### src/rtl/cp0_exception_writer.sv
// ---------------------------------------------------------------------------
// cp0_exception_writer
//
// Builds the CP0 write bus consumed by the ID-stage register file. Exception,
// interrupt and ERET events arriving from the MEM stage are sequenced through
// a small FSM: IDLE -> COMMIT (one cycle of CP0 field writes) -> FLUSH
// (pipeline flush, ending in a one-cycle PC redirect) -> IDLE.
//
// Ports
//   clk, rst                 clock, synchronous active-low reset
//   mem_valid, mem_pc        MEM stage instruction valid / PC
//   mem_in_delay_slot        MEM instruction sits in a branch delay slot
//   ex_valid, ex_code        exception raised by MEM instruction / ExcCode
//   ex_badaddr               faulting address for AdEL/AdES
//   eret                     MEM instruction is ERET
//   int_in                   hardware interrupt lines
//   Status_data, cause_data  current Status / Cause read back from CP0
//   cp0_epc                  current EPC read back from CP0
//   we                       CP0 field write strobes
//                            [0] EXL [1] IM [2] ExcCode [3] BD [4] IP[7:2]
//                            [5] EPC [6] BadVAddr, [31:7] zero
//   interrupt_enable         IM value (passthrough of Status[15:8])
//   Exception_code, EXL      ExcCode / EXL values to write
//   hardware_interruption    registered int_in, written as IP[7:2]
//   software_interruption    IP[1:0] (passthrough of Cause[9:8])
//   epc, BADADDR, Branch_delay  EPC / BadVAddr / Cause.BD values to write
//   flush                    flush IF..MEM
//   redirect_valid/_pc       one-cycle PC redirect strobe and target
// ---------------------------------------------------------------------------
module cp0_exception_writer #(
    parameter logic [31:0] HANDLER_ADDR = 32'hBFC0_0380,
    parameter int unsigned FLUSH_CYCLES = 2
) (
    input  logic        clk,
    input  logic        rst,
    input  logic        mem_valid,
    input  logic [31:0] mem_pc,
    input  logic        mem_in_delay_slot,
    input  logic        ex_valid,
    input  logic [4:0]  ex_code,
    input  logic [31:0] ex_badaddr,
    input  logic        eret,
    input  logic [5:0]  int_in,
    input  logic [31:0] Status_data,
    input  logic [31:0] cause_data,
    input  logic [31:0] cp0_epc,
    output logic [31:0] we,
    output logic [7:0]  interrupt_enable,
    output logic [4:0]  Exception_code,
    output logic        EXL,
    output logic [5:0]  hardware_interruption,
    output logic [1:0]  software_interruption,
    output logic [31:0] epc,
    output logic [31:0] BADADDR,
    output logic        Branch_delay,
    output logic        flush,
    output logic        redirect_valid,
    output logic [31:0] redirect_pc
);

    typedef enum logic [1:0] {
        S_IDLE,
        S_COMMIT,
        S_FLUSH
    } state_t;

    typedef enum logic [1:0] {
        K_INT,
        K_EXC,
        K_ERET
    } kind_t;

    state_t      r_state;
    state_t      w_state_nxt;
    kind_t       r_kind;
    kind_t       w_kind;
    logic [4:0]  r_code;
    logic [31:0] r_pc;
    logic [31:0] r_badaddr;
    logic        r_ds;
    logic        r_oldexl;
    logic [3:0]  r_cnt;
    logic [5:0]  r_ip;
    logic        r_out_en;

    logic        w_pend;
    logic        w_accept;
    logic [4:0]  w_code;
    logic [31:0] w_we;
    logic        w_unused;

    // Only the IE/EXL/IM fields of Status and IP field of Cause matter here.
    assign w_unused = ^{Status_data[31:16], Status_data[7:2],
                        cause_data[31:16], cause_data[7:0]};

    assign w_pend = Status_data[0] & ~Status_data[1] &
                    (|(cause_data[15:8] & Status_data[15:8])) & mem_valid;

    // Event selection: interrupt beats exception beats ERET.
    always_comb begin
        w_accept = 1'b0;
        w_kind   = K_EXC;
        w_code   = ex_code;
        if (w_pend) begin
            w_accept = 1'b1;
            w_kind   = K_INT;
            w_code   = 5'h00;
        end else if (ex_valid) begin
            w_accept = 1'b1;
            w_kind   = K_EXC;
        end else if (eret) begin
            w_accept = 1'b1;
            w_kind   = K_ERET;
        end
    end

    always_ff @(posedge clk) begin
        if (!rst) begin
            r_state   <= S_IDLE;
            r_kind    <= K_INT;
            r_code    <= '0;
            r_pc      <= '0;
            r_badaddr <= '0;
            r_ds      <= 1'b0;
            r_oldexl  <= 1'b0;
            r_cnt     <= '0;
            r_ip      <= '0;
            r_out_en  <= 1'b0;
        end else begin
            r_state  <= w_state_nxt;
            r_ip     <= int_in;
            r_out_en <= 1'b1;
            if (r_state == S_IDLE && w_accept) begin
                r_kind    <= w_kind;
                r_code    <= w_code;
                r_pc      <= mem_pc;
                r_badaddr <= ex_badaddr;
                r_ds      <= mem_in_delay_slot;
                r_oldexl  <= Status_data[1];
            end
            if (r_state == S_COMMIT) begin
                r_cnt <= 4'(FLUSH_CYCLES);
            end else if (r_state == S_FLUSH) begin
                r_cnt <= r_cnt - 4'd1;
            end
        end
    end

    always_comb begin
        w_state_nxt    = r_state;
        w_we           = '0;
        Exception_code = '0;
        EXL            = 1'b0;
        epc            = '0;
        BADADDR        = '0;
        Branch_delay   = 1'b0;
        flush          = 1'b0;
        redirect_valid = 1'b0;
        redirect_pc    = '0;

        // IP is resampled every cycle once out of reset.
        w_we[4] = r_out_en;

        case (r_state)
            S_IDLE: begin
                if (w_accept) begin
                    w_state_nxt = S_COMMIT;
                end
            end
            S_COMMIT: begin
                flush       = 1'b1;
                w_state_nxt = S_FLUSH;
                w_we[0]     = 1'b1;
                if (r_kind != K_ERET) begin
                    EXL            = 1'b1;
                    w_we[2]        = 1'b1;
                    Exception_code = r_code;
                    // A nested exception (EXL already set) keeps the
                    // original EPC/BD so the outer handler can still return.
                    if (!r_oldexl) begin
                        w_we[5]      = 1'b1;
                        w_we[3]      = 1'b1;
                        Branch_delay = r_ds;
                        epc          = r_ds ? (r_pc - 32'd4) : r_pc;
                    end
                    if (r_kind == K_EXC && (r_code == 5'h04 || r_code == 5'h05)) begin
                        w_we[6] = 1'b1;
                        BADADDR = r_badaddr;
                    end
                end
            end
            S_FLUSH: begin
                flush = 1'b1;
                if (r_cnt == 4'd1) begin
                    redirect_valid = 1'b1;
                    redirect_pc    = (r_kind == K_ERET) ? cp0_epc : HANDLER_ADDR;
                    w_state_nxt    = S_IDLE;
                end
            end
            default: begin
                w_state_nxt = S_IDLE;
            end
        endcase
    end

    assign we                    = w_we;
    assign hardware_interruption = r_ip;
    assign interrupt_enable      = r_out_en ? Status_data[15:8] : '0;
    assign software_interruption = r_out_en ? cause_data[9:8]   : '0;

endmodule

### config.mk
export PLATFORM = sky130hd
export DESIGN_NAME = cp0_exception_writer
export DESIGN_NICKNAME = d
export VERILOG_FILES = /design/src/rtl/cp0_exception_writer.sv
export SDC_FILE = /design/constraint.sdc
export NUM_CORES = 1
export LEC_CHECK = 0
export ABC_AREA = 1
export BUFFER_PORTS_ARGS = -buffer_cell sky130_fd_sc_hd__buf_2
export CELL_PAD_IN_SITES_DETAIL_PLACEMENT = 1
export CELL_PAD_IN_SITES_GLOBAL_PLACEMENT = 1
export CORE_MARGIN = 8
export CORE_UTILIZATION = 31
export DETAILED_ROUTE_END_ITERATION = 12
export PLACE_DENSITY = 0.87
export SYNTH_ARGS = -nofsm -noshare
export SYNTH_HDL_FRONTEND = slang
export SYNTH_SLANG_ARGS = --single-unit
### constraint.sdc
create_clock -name clk -period 4.2 [get_ports clk]
set_input_delay 0.84 -clock clk [delete_from_list [all_inputs] [get_ports clk]]
set_output_delay 0.84 -clock clk [all_outputs]
set_load 0.02 [all_outputs]
Word-level counts from Yosys, hierarchy flattened
Cells that the tools add are included.

Register bits: 86. Input port bits: 177. Output and inout port bits: 153. Logic and storage cells: 80.

Add/sub/neg operators: 2. Eq/ne operators: 10. Mux-type cells: 42. Bitwise gates (word level): 6. Reduce and logical (&&, ||, !) cells: 9.

Operator list (number): 32-bit two-way mux (10); 32-bit by 3-bit subtractor with 32-bit output, second input constant (1); 2-bit two-way mux (12); 1-bit two-way mux (15); 5-bit two-way mux (3); 5-bit by 3-bit == test with 1-bit output, second input constant (2); 8-bit bitwise AND (1); 8-bit two-way mux (1); 8-bit OR reduction (1); 2-bit case mux with 3 select lines (1); 2-bit by 1-bit == test with 1-bit output, second input constant (2); 2-bit == test, second input constant (2); 4-bit by 1-bit == test with 1-bit output, second input constant (1); 2-bit inequality test, second input constant (2); 2-bit OR reduction (2); 4-bit by 1-bit subtractor with 4-bit output, second input constant (1); 1-bit bitwise AND (3); 1-bit logical AND (2); 2-bit logical NOT (1); 2-bit by 1-bit inequality test with 1-bit output, second input constant (1); 1-bit inverter (2); 2-bit AND reduction (1); 2-bit nonzero test (1); 1-bit logical OR (1).

Logic depth before layout (Yosys ltp)
Gate-level depths: netlist of the first run.

Depth after elaboration: 7. Gate-level depth with buffers: 11. Gate-level depth less buffers: 11.

Least setup slack after synthesis of the first run
Ideal clock, no wire load.

Path kind: reg-to-output. From: register r_state[1]. To: output epc[22]. Arrival: 1.807 ns. Data required time: 3.360 ns. Setup slack: 1.553 ns. Cell stages (with the launch flop): 10. Path buffers: 1. Cell sequence: dfxtp_1 -> inv_1 -> ha_1 -> inv_1 -> nor2_2 -> inv_2 -> nor2_2 -> buf_4 -> o21ai_0 -> a21oi_1.

Longest elaborated chain between the ends: 2.

Ends and longest elaborated chain: start: declaration (line 73) `state_t r_state;`; start signal: assignment (line 130) `r_state <= w_state_nxt;`; 2-bit by 1-bit == test with 1-bit output (line 164) `case (r_state)`; 32-bit two-way mux (line 164); end: declaration (line 53) `output logic [31:0] epc,`.

Every way passes these cells.

Worst setup path after layout of the first run
From: register r_state[1]. To: output epc[2].

The elaborated chain is that of the path after synthesis.

==> flow_summary_export.csv, run 1 <==
group,metric,value,unit
status,status,"complete, no violations",
sta,tightest_slew,0.872,ns
floorplan,std_cell_rows,48,
finish,drive_gt1_share,32.4,%
synthesis,synth_area_per_cell,6.78,um^2
place,place_inst,1225,
finish,finalNetCount,1194,
critical_path,critPathKind,"flip-flop to output pin",
sta,clock_skew,0.00796,ns
synthesis,synth_top_area_share,32.2,%
synthesis,yosysWarnings,0,
clock_tree,path_clk_slew,0.07,ns
sta,rsz0062_at_grt,"false",
drt,top_layer,"met4",
synthesis,synth_cells,789,
sta,finalCritPeriodShare,78.5,%
synthesis,yosys.area.top_type,"dfxtp_1",
clock_tree,tritoncts,"yes",
critical_path,required,3.36,ns
power,power.density,391,mW/mm^2
floorplan,die_h,147,um
place,gp_congestion,0.809,
drt,drcViolationCount,0,
global_routing,overflow,0,
drt,routed-wl-met2,10700,um
critical_path,crit_chain,"inv_1, ha_1, inv_1, nor2_2, inv_2, nor2_2, buf_4, inv_2, a21oi_1, buf_2",
synthesis,synthTopCellsByArea,"dfxtp_1, nand2_1, a21oi_1, nor2_1, nand3_1",
sta,hold_viol_final,0,
synthesis,syn_area,0.00535,mm^2
critical_path,cp-end-kind,"output pin",
critical_path,cp_max_fo,22,
drt,viasPerCell,4.75,
critical_path,slowest_stage,"dfxtp_1",
run,drv_cap,0,
finish,stdcell_count,1241,
global_routing,grt_antenna_before_repair,0,
power,p_leak,0.00336,uW
synthesis,synthDistinctLibCells,41,
finish,seq_area,0.00172,mm^2
global_routing,grt_pass1_wl,33400,um
clock_tree,clk_path_buf_depth,2,
power,ir_drop,0.184,mV
clock_tree,hold_buffers,0,
floorplan,io-pin-count,330,
sta,max_slew_margin,41.8,%
clock_tree,clock-sinks,86,
sta,maxSlewViolCount,0,
place,hpwlAfterDp,16200,um
sta,finalSetupTns,0,ns
clock_tree,cts_setup_buffers,0,
clock_tree,ctsRootBufferMaster,"clkbuf_16",
drt,dr_wl_met3,1720,um
power,power,2670,uW
global_routing,grt_pass1_vias,6457,
critical_path,cp-start-kind,"flip-flop",
clock_tree,cts_htree_levels,3,
sta,min_period,3.30,ns
sta,setup_viol,0,
hold_path,hp-class,"flip-flop to flip-flop",
floorplan,coreArea,0.0171,mm^2
critical_path,crit_arrival,2.46,ns
drt,antenna_left,0,
finish,multi_input_area,0.00293,mm^2
global_routing,grt_max_degree,74,
floorplan,initial_core_util,31.3,%
drt,drt-initial-drc-count,237,
drt,dr.pass1.iters,4,
sta,max_freq,303,MHz
finish,areaGrowthSynthToFinish,27.8,%
floorplan,die_area,0.0217,mm^2
drt,wl_per_cell,16.8,um
critical_path,cpPeakStageDelay,0.32,ns
global_routing,grtUsageTotal,18.9,%
drt,routedLengthMet1,8190,um
clock_tree,ctsResizeCount,0,
drt,routed_wl,20800,um
drt,vias,5889,
floorplan,die_w,147,um
clock_tree,cts_buffers,9,
clock_tree,clk-insertion-delay-late,0.35,ns
synthesis,synth_seq_cells,86,
finish,fill_cells,2315,
finish,num_antenna_cells,0,
synthesis,synth.yosys.seq_area_share,32.2,%
sta,fin_ws,0.904,ns
place,portBuffers,257,
place,dp_slack,1.26,ns
[flip-flops by register name (all words and copies together) (netlist names)]
signal and cells:
r_badaddr 32, r_code 5, r_pc 32, r_out_en 1
r_cnt 4, hardware_interruption 6, r_kind 2, r_oldexl 1
r_ds 1, r_state 2
[kinds of logic after synthesis]
family          Yosys count  synth area share (%)
compound gates          112                  10.8
fa+ha+maj                 6                  1.40
flops                    86                  32.2
buf+inv                 145                  15.0
xor+xnor                  4                 0.655
other cells               1                0.0701
simple gates            435                  39.9
[cells in the final DEF, fill, tap and decap left out, types with 15 or more instances in the layout]
master,count
nand2_1,171
dfxtp_1,86
a21oi_1,91
buf_2,257
conb_1,26
inv_1,62
nand4_1,15
nor3b_1,33
nor2_1,97
nand3_1,67
[routing by layer]
layer	up-vias	GRT usage, %
li1	2936	-
met1	2742	19.7
met2	194	35.0
met3	17	7.31
met4	0	4.03
met5	-	0
[area by class of cell]
class                   count  share of cell area [%]
multi-input cells         583                    42.9
flip-flops and latches     86                    25.2
repair buffers            264                    19.6
well taps                 225                    4.12
inverters                  67                    3.70
clock buffers               9                    3.29
clock inverters             7                    1.23
[final timing paths]
check	startpoint	endpoint	slack [ns]	cells after the start
setup / recovery	r_state[1]	epc[2]	0.90	10
hold / removal	r_badaddr[12]	r_badaddr[12]	0.46	2
setup reg to reg	r_state[0]	r_badaddr[21]	2.30	5
hold reg to reg	r_badaddr[12]	r_badaddr[12]	0.46	2
[synth_stat cells, drive strengths merged]
master / instances
nor3: 11
a21oi: 94
xnor2: 1
nor2: 111
a31oi: 3
nand4: 17
nor3b: 33
ha: 6
dfxtp: 86
and3: 1
o21ai: 14
o21a: 1
clkbuf: 19
inv: 66
or2: 2
clkinv: 1
conb: 1
nor4: 2
xor2: 3
and3b: 1
nand3: 80
nand2: 177
buf: 59
[worst max-delay path: cells and delay by family (launching register included)]
kind / cells / cell delay [ns]
DFF: 1 / 0.32
and+or+nand+nor: 2 / 0.27
buffers and inverters: 6 / 0.99
adders and majority gates: 1 / 0.22
AOI/OAI and AO/OA: 1 / 0.28
[through the flow]
step	hold WS (ns)	instance area (um^2)	utilization (%)
after floorplan	0.434	5450	-
after global placement	0.443	6530	38.1
after detailed placement	0.451	6530	38.1
after CTS	0.463	6840	39.9
after global routing	0.475	6840	39.9
final	0.462	6840	39.9
[power by group]
group | switching, uW | internal (uW) | total, uW
combinational | 561 | 265 | 826
clock | 387 | 475 | 862
sequential | 73.8 | 909 | 983
total | 1020 | 1650 | 2670
(Power assumes the default switching activity.)
==> inputs of run 2 (changes only) <==
- ABC_AREA: 1 -> 0
- CORE_UTILIZATION: 31 -> 26
- PLACE_DENSITY: 0.87 -> 0.77
- clock period: 4.2 -> 2.9 ns (I/O delays scaled with it)
==> run 2 against run 1 <==
  * The flow now finishes with violations (setup timing)
  * Clock power increased by 29%
  * Via count decreased by 8.9%
  * Non-clock buffer count increased by 29
  * Largest cell class unchanged
  * Highest routed layer is now met5
==> flow_summary_export.csv, run 2 <==
group,metric,value,unit
synthesis,synth_compound_area_share,6.83,%
floorplan,die_area,0.0246,mm^2
clock_tree,cts_htree_levels,3,
drt,drcViolationCount,0,
sta,hold_viol_final,0,
floorplan,io-pin-count,330,
critical_path,required,2.32,ns
critical_path,cpPeakStageDelay,0.54,ns
clock_tree,clk-insertion-delay-late,0.34,ns
floorplan,die_w,157,um
finish,finalNetCount,1089,
synthesis,synthMostInstantiatedCell,"nand2_1",
floorplan,initial_core_util,26.5,%
critical_path,slowest_stage,"or4_4",
finish,areaGrowthSynthToFinish,39.9,%
drt,vias,5365,
drt,routed_wl,18600,um
status,status,"finished with violations",
floorplan,coreArea,0.0195,mm^2
power,p_leak,0.00367,uW
synthesis,synthTopCellsByArea,"dfxtp_1, mux2i_1, nand2_1, and2_1, buf_4",
drt,viasPerCell,4.56,
power,ir_drop,0.301,mV
status,violations,"setup timing",
sta,min_period,3.19,ns
clock_tree,path_clk_slew,0.07,ns
sta,finalCritPeriodShare,110,%
power,p_switching,1450,uW
place,hpwlAfterDp,14600,um
clock_tree,clk_path_buf_depth,2,
place,place_inst,1155,
synthesis,async_reset_ff_share,0,%
sta,clock_skew,0.00728,ns
drt,antenna_left,0,
synthesis,yosys.area_share.adder,1.45,%
floorplan,std_cell_rows,51,
synthesis,synth_cells,655,
finish,fill_cells,2467,
global_routing,grtUsageTotal,14.6,%
clock_tree,clock-sinks,86,
global_routing,overflow,0,
synthesis,synthDistinctLibCells,44,
place,gp_congestion,0.786,
global_routing,grt_pass1_vias,5606,
clock_tree,ctsRootBufferMaster,"clkbuf_16",
finish,final_common_cell,"buf_2",
finish,layout_common_cells,"buf_2, nand2_1, dfxtp_1",
synthesis,synth_edf_count,0,
power,power.density,558,mW/mm^2
clock_tree,cts_buffers,9,
critical_path,critPathKind,"flip-flop to output pin",
critical_path,cp-end-kind,"output pin",
drt,dr.pass1.iters,4,
synthesis,synth_top_family_by_area,"simple AND/OR/NAND/NOR gates",
synthesis,synth_seq_cells,86,
power,p_comb_share,35.5,%
global_routing,grt_max_degree,56,
floorplan,die_h,157,um
synthesis,ys.flop_type,"dfxtp_1",
synthesis,synth.yosys.seq_area_share,33.3,%
power,internal-power,2580,uW
sta,max_freq,313,MHz
power,clkPwrFrac,27.4,%
synthesis,yosys.area.top_type,"dfxtp_1",
critical_path,crit_chain,"or4_4, or4b_4, or4_4, mux2i_2, buf_4",
critical_path,cp_max_fo,4,
sta,timing.hold.ws,0.442,ns
clock_tree,hold_buffers,0,
synthesis,synthMuxAreaShare,14.0,%
sta,fin_ws,-0.293,ns
synthesis,synth_area_per_cell,7.88,um^2
finish,stdcell_count,1176,
power,p_sw_share,35.9,%
power,seq_power_share,37.1,%
synthesis,synth_top_area_share,33.3,%
sta,max_slew_margin,59.1,%
sta,maxSlewViolCount,0,
synthesis,yosys-top-cells-count,"nand2_1, dfxtp_1, mux2i_1, and2_1, clkbuf_1",
synthesis,yosys.area_share.simple,32.9,%
global_routing,grt_pass1_wl,29000,um
clock_tree,tritoncts,"yes",
global_routing,grt_antenna_before_repair,7,
critical_path,crit_arrival,2.61,ns
sta,setup_viol,7,
sta,rsz0062_at_grt,"true",
critical_path,cp-start-kind,"flip-flop",
sta,tightest_slew,0.614,ns
drt,wl_per_cell,15.8,um
finish,num_antenna_cells,0,
synthesis,yosysWarnings,0,
place,portBuffers,257,
run,drv_cap,0,
finish,drive_gt1_share,36.7,%
critical_path,path_common_cell,"or4_4",
drt,drt-initial-drc-count,159,
power,power,4030,uW
synthesis,synth-xor-area-share,2.71,%
synthesis,syn_area,0.00516,mm^2
hold_path,hp-class,"input pin to flip-flop",
==> run 2: path summary, 6_finish.rpt <==
path                  from                       end  slack, ns  cells past startpoint
max reg2reg     r_state[0]                   r_pc[9]       1.05                      6
min reg2reg  r_badaddr[23]             r_badaddr[23]       0.45                      2
max               r_pc[21]                   epc[31]      -0.29                      5
min              int_in[5]  hardware_interruption[5]       0.44                      2
==> run 2: worst max-delay path, delay by kind of cell, from the launching register on <==
| kind | cells | cell delay (ns) |
|---|---|---|
| flip-flops | 1 | 0.31 |
| multiplexers | 1 | 0.21 |
| buffers and inverters | 1 | 0.18 |
| AND/OR/NAND/NOR | 3 | 1.58 |
==> run 2: metal layers <==
layer  routed length [um]  vias up  global-route usage, %  part of all wire, %
met5                   73        -                      0                 0.39
met4                  354       12                   4.58                  1.9
met3                 1880       35                   6.61                   10
met2                 8940      175                   25.1                   48
met1                 7380     2494                   15.6                   40
li1                     -     2649                      -                    -
==> run 2: timing repair <==
action | CTS | global route
pin swaps | 7 | 0
setup endpoints to repair | 10 | 12
gates resized for setup | 18 | 10
setup buffers | 1 | 4
==> run 2: per-stage QoR <==
stage	area (um^2)	util [%]	TNS (ns)	setup slack, ns
6_report	7220	37.1	-1.58	-0.293
2_1_floorplan	5270	-	-0.0488	-0.0488
3_5_place_dp	6790	34.9	-0.0731	-0.0442
5_1_grt	7220	37.1	-2.22	-0.353
3_3_place_gp	6790	34.9	-0.0759	-0.0708
4_1_cts	7150	36.7	-1.80	-0.320
==> run 2: kinds of logic (layout without fill, tap and decap cells) <==
group                      Yosys count  after routing
AOI/OAI and AO/OA                   54             54
xor gates and xnor gates            16             16
adders and majority gates            6              6
buffers and inverters               87            318
DFF                                 86             86
muxes                               72             72
other                                1             26
and+or+nand+nor                    333            333
==> run 2: power groups by stage <==
stage	Sequential, uW	Clock (uW)	Combinational [uW]
finish	1500	1110	1430
global route	1520	1200	1570
CTS	1490	1170	1410
detailed placement	1510	0	1380
global placement	1500	0	1350
floorplan	1490	0	945
==> run 2: area by class of cell <==
type                    instances  area (um^2)  share of cell area [%]
clock buffers                  12          246                    3.41
clock inverters                 4         31.3                   0.433
inverters                       9         33.8                   0.468
multi-input cells             507         3200                    44.3
flip-flops and latches         86         1720                    23.9
well taps                     265          332                    4.59
repair buffers                293         1650                    22.9
==> inputs of run 3 (changes only) <==
==> constraint.sdc (replaced) <==
create_clock -name clk -period 2.6 [get_ports clk]
set_input_delay 0.78 -clock clk [delete_from_list [all_inputs] [get_ports clk]]
set_output_delay 0.78 -clock clk [all_outputs]
set_load 0.02 [all_outputs]
==> run 3 against run 2 <==
  * Clock skew increased by 0.0048 ns
  * Sequential cell count unchanged
  * Largest power group is now combinational logic
  * The flow still finishes with violations (setup timing)
  * First-iteration DRC count down 16%
==> flow_summary_export.csv, run 3 (synthesis results as in run 2) <==
group,metric,value,unit
status,status,"finished with violations",
status,violations,"setup timing",
power,ir_drop,0.289,mV
sta,maxSlewViolCount,0,
place,hpwlAfterDp,14900,um
sta,max_freq,292,MHz
clock_tree,ctsRootBufferMaster,"clkbuf_16",
critical_path,cp-startpoint,"r_pc[21]",
drt,antenna_left,0,
sta,fin_ws,-0.821,ns
sta,max_slew_margin,62.2,%
hold_path,hp-class,"flip-flop to flip-flop",
clock_tree,cts_htree_levels,3,
critical_path,critPathKind,"flip-flop to output pin",
finish,drive_gt1_share,54.1,%
clock_tree,cts_buffers,9,
power,power.density,576,mW/mm^2
sta,clock_skew,0.0121,ns
floorplan,die_w,157,um
global_routing,grt_max_degree,67,
floorplan,std_cell_rows,51,
clock_tree,clock-sinks,86,
sta,finalCritPeriodShare,132,%
critical_path,cp-start-kind,"flip-flop",
floorplan,coreArea,0.0195,mm^2
floorplan,initial_core_util,26.5,%
critical_path,required,1.82,ns
place,gp_congestion,0.781,
critical_path,reg2reg_slack,0.64,ns
drt,dr.pass1.iters,4,
drt,routed_wl,22700,um
sta,hold_viol_final,0,
sta,min_period,3.42,ns
global_routing,grt_antenna_before_repair,1,
floorplan,io-pin-count,330,
critical_path,worstReg2RegStart,"r_state[0]",
floorplan,die_h,157,um
finish,areaGrowthSynthToFinish,83.8,%
drt,drcViolationCount,0,
finish,final_common_cell,"buf_2",
power,power,5470,uW
drt,wl_per_cell,18.2,um
clock_tree,tritoncts,"yes",
global_routing,overflow,0,
critical_path,cp-end-kind,"output pin",
clock_tree,clk-insertion-delay-late,0.35,ns
global_routing,grt_pass1_wl,33700,um
finish,finalNetCount,1163,
finish,num_antenna_cells,0,
sta,rsz0062_at_grt,"true",
clock_tree,path_clk_slew,0.08,ns
global_routing,grtUsageTotal,17.2,%
global_routing,grt_pass1_vias,6341,
sta,tightest_slew,0.567,ns
clock_tree,clk_path_buf_depth,2,
floorplan,die_area,0.0246,mm^2
place,portBuffers,257,
critical_path,cp_max_fo,3,
place,place_inst,1192,
finish,layout_common_cells,"buf_2, nand2_1, buf_6",
drt,drt-initial-drc-count,133,
run,drv_cap,0,
clock_tree,hold_buffers,0,
drt,vias,5812,
power,p_leak,0.00433,uW
drt,viasPerCell,4.65,
critical_path,crit_arrival,2.64,ns
finish,stdcell_count,1250,
sta,setup_viol,97,
hold_path,min_from,"r_badaddr[14]",
==> run 3: changes by cell type in the layout (fill, tap and decap cells not counted), moves of 8 or more <==
cell	change
and3_1	-20
buf_2	-93
nor2_1	-12
and2_1	-35
buf_4	+31
nor2_4	+12
and3_4	+20
buf_16	+8
and2_4	+35
buf_6	+119
dfxtp_1	-11
dfxtp_2	+8
==> run 3: stage by stage <==
| step | worst slack, ns | utilization [%] | instance area (um^2) | setup TNS (ns) | hold slack (ns) |
|---|---|---|---|---|---|
| floorplan | -0.352 | - | 5450 | -2.20 | 0.430 |
| global placement | -0.428 | 37.3 | 7260 | -2.77 | 0.437 |
| detailed placement | -0.500 | 37.3 | 7260 | -3.18 | 0.449 |
| CTS | -0.805 | 46.9 | 9130 | -13.87 | 0.459 |
| global route | -0.861 | 48.8 | 9490 | -22.64 | 0.477 |
| finish | -0.821 | 48.8 | 9490 | -14.19 | 0.463 |
==> run 3: layout make-up <==
class                      instances  area (um^2)
timing repair inverter             2         20.0
clock buffer                       9          225
timing repair buffer             365         3130
tap                              265          332
fill                            2242         9970
multi-input combinational        507         3910
inverter                           9         46.3
sequential                        86         1740
clock inverter                     7         80.1
==> run 3: worst max-delay path, stage by stage, from the launching register on <==
cell and delay, ns:
dfxtp_2 0.33, or4_4 0.54, or4b_4 0.53, or4_4 0.52
mux2i_4 0.21, buf_6 0.15
==> run 3: final timing paths <==
check,endpoint,cells past startpoint
max,epc[31],5
min reg2reg,r_badaddr[14],2
min,r_badaddr[14],2
max reg2reg,r_pc[21],8
==> run 3: what timing repair did <==
action                                 CTS  global route
pin swaps                               60            47
setup endpoints to repair              101           100
gates resized for setup                326            77
buffers inserted                        24            12
endpoints found under the hold margin    0             0
gates cloned                            12             2
==> run 3: metal layers <==
layer | vias to the layer above | GRT usage (%) | share of wire (%)
met5 | - | 0 | 0.053
met4 | 2 | 3.62 | 1.3
met3 | 22 | 6.00 | 7.6
met2 | 162 | 31.5 | 52
met1 | 2830 | 18.9 | 39
li1 | 2796 | - | -
==> run 3: power breakdown <==
part	leakage, uW	switching, uW	total [uW]	internal (uW)
clock network	0.000143	605	1360	758
registers	0.000716	150	1670	1520
logic	0.00347	1290	2430	1140
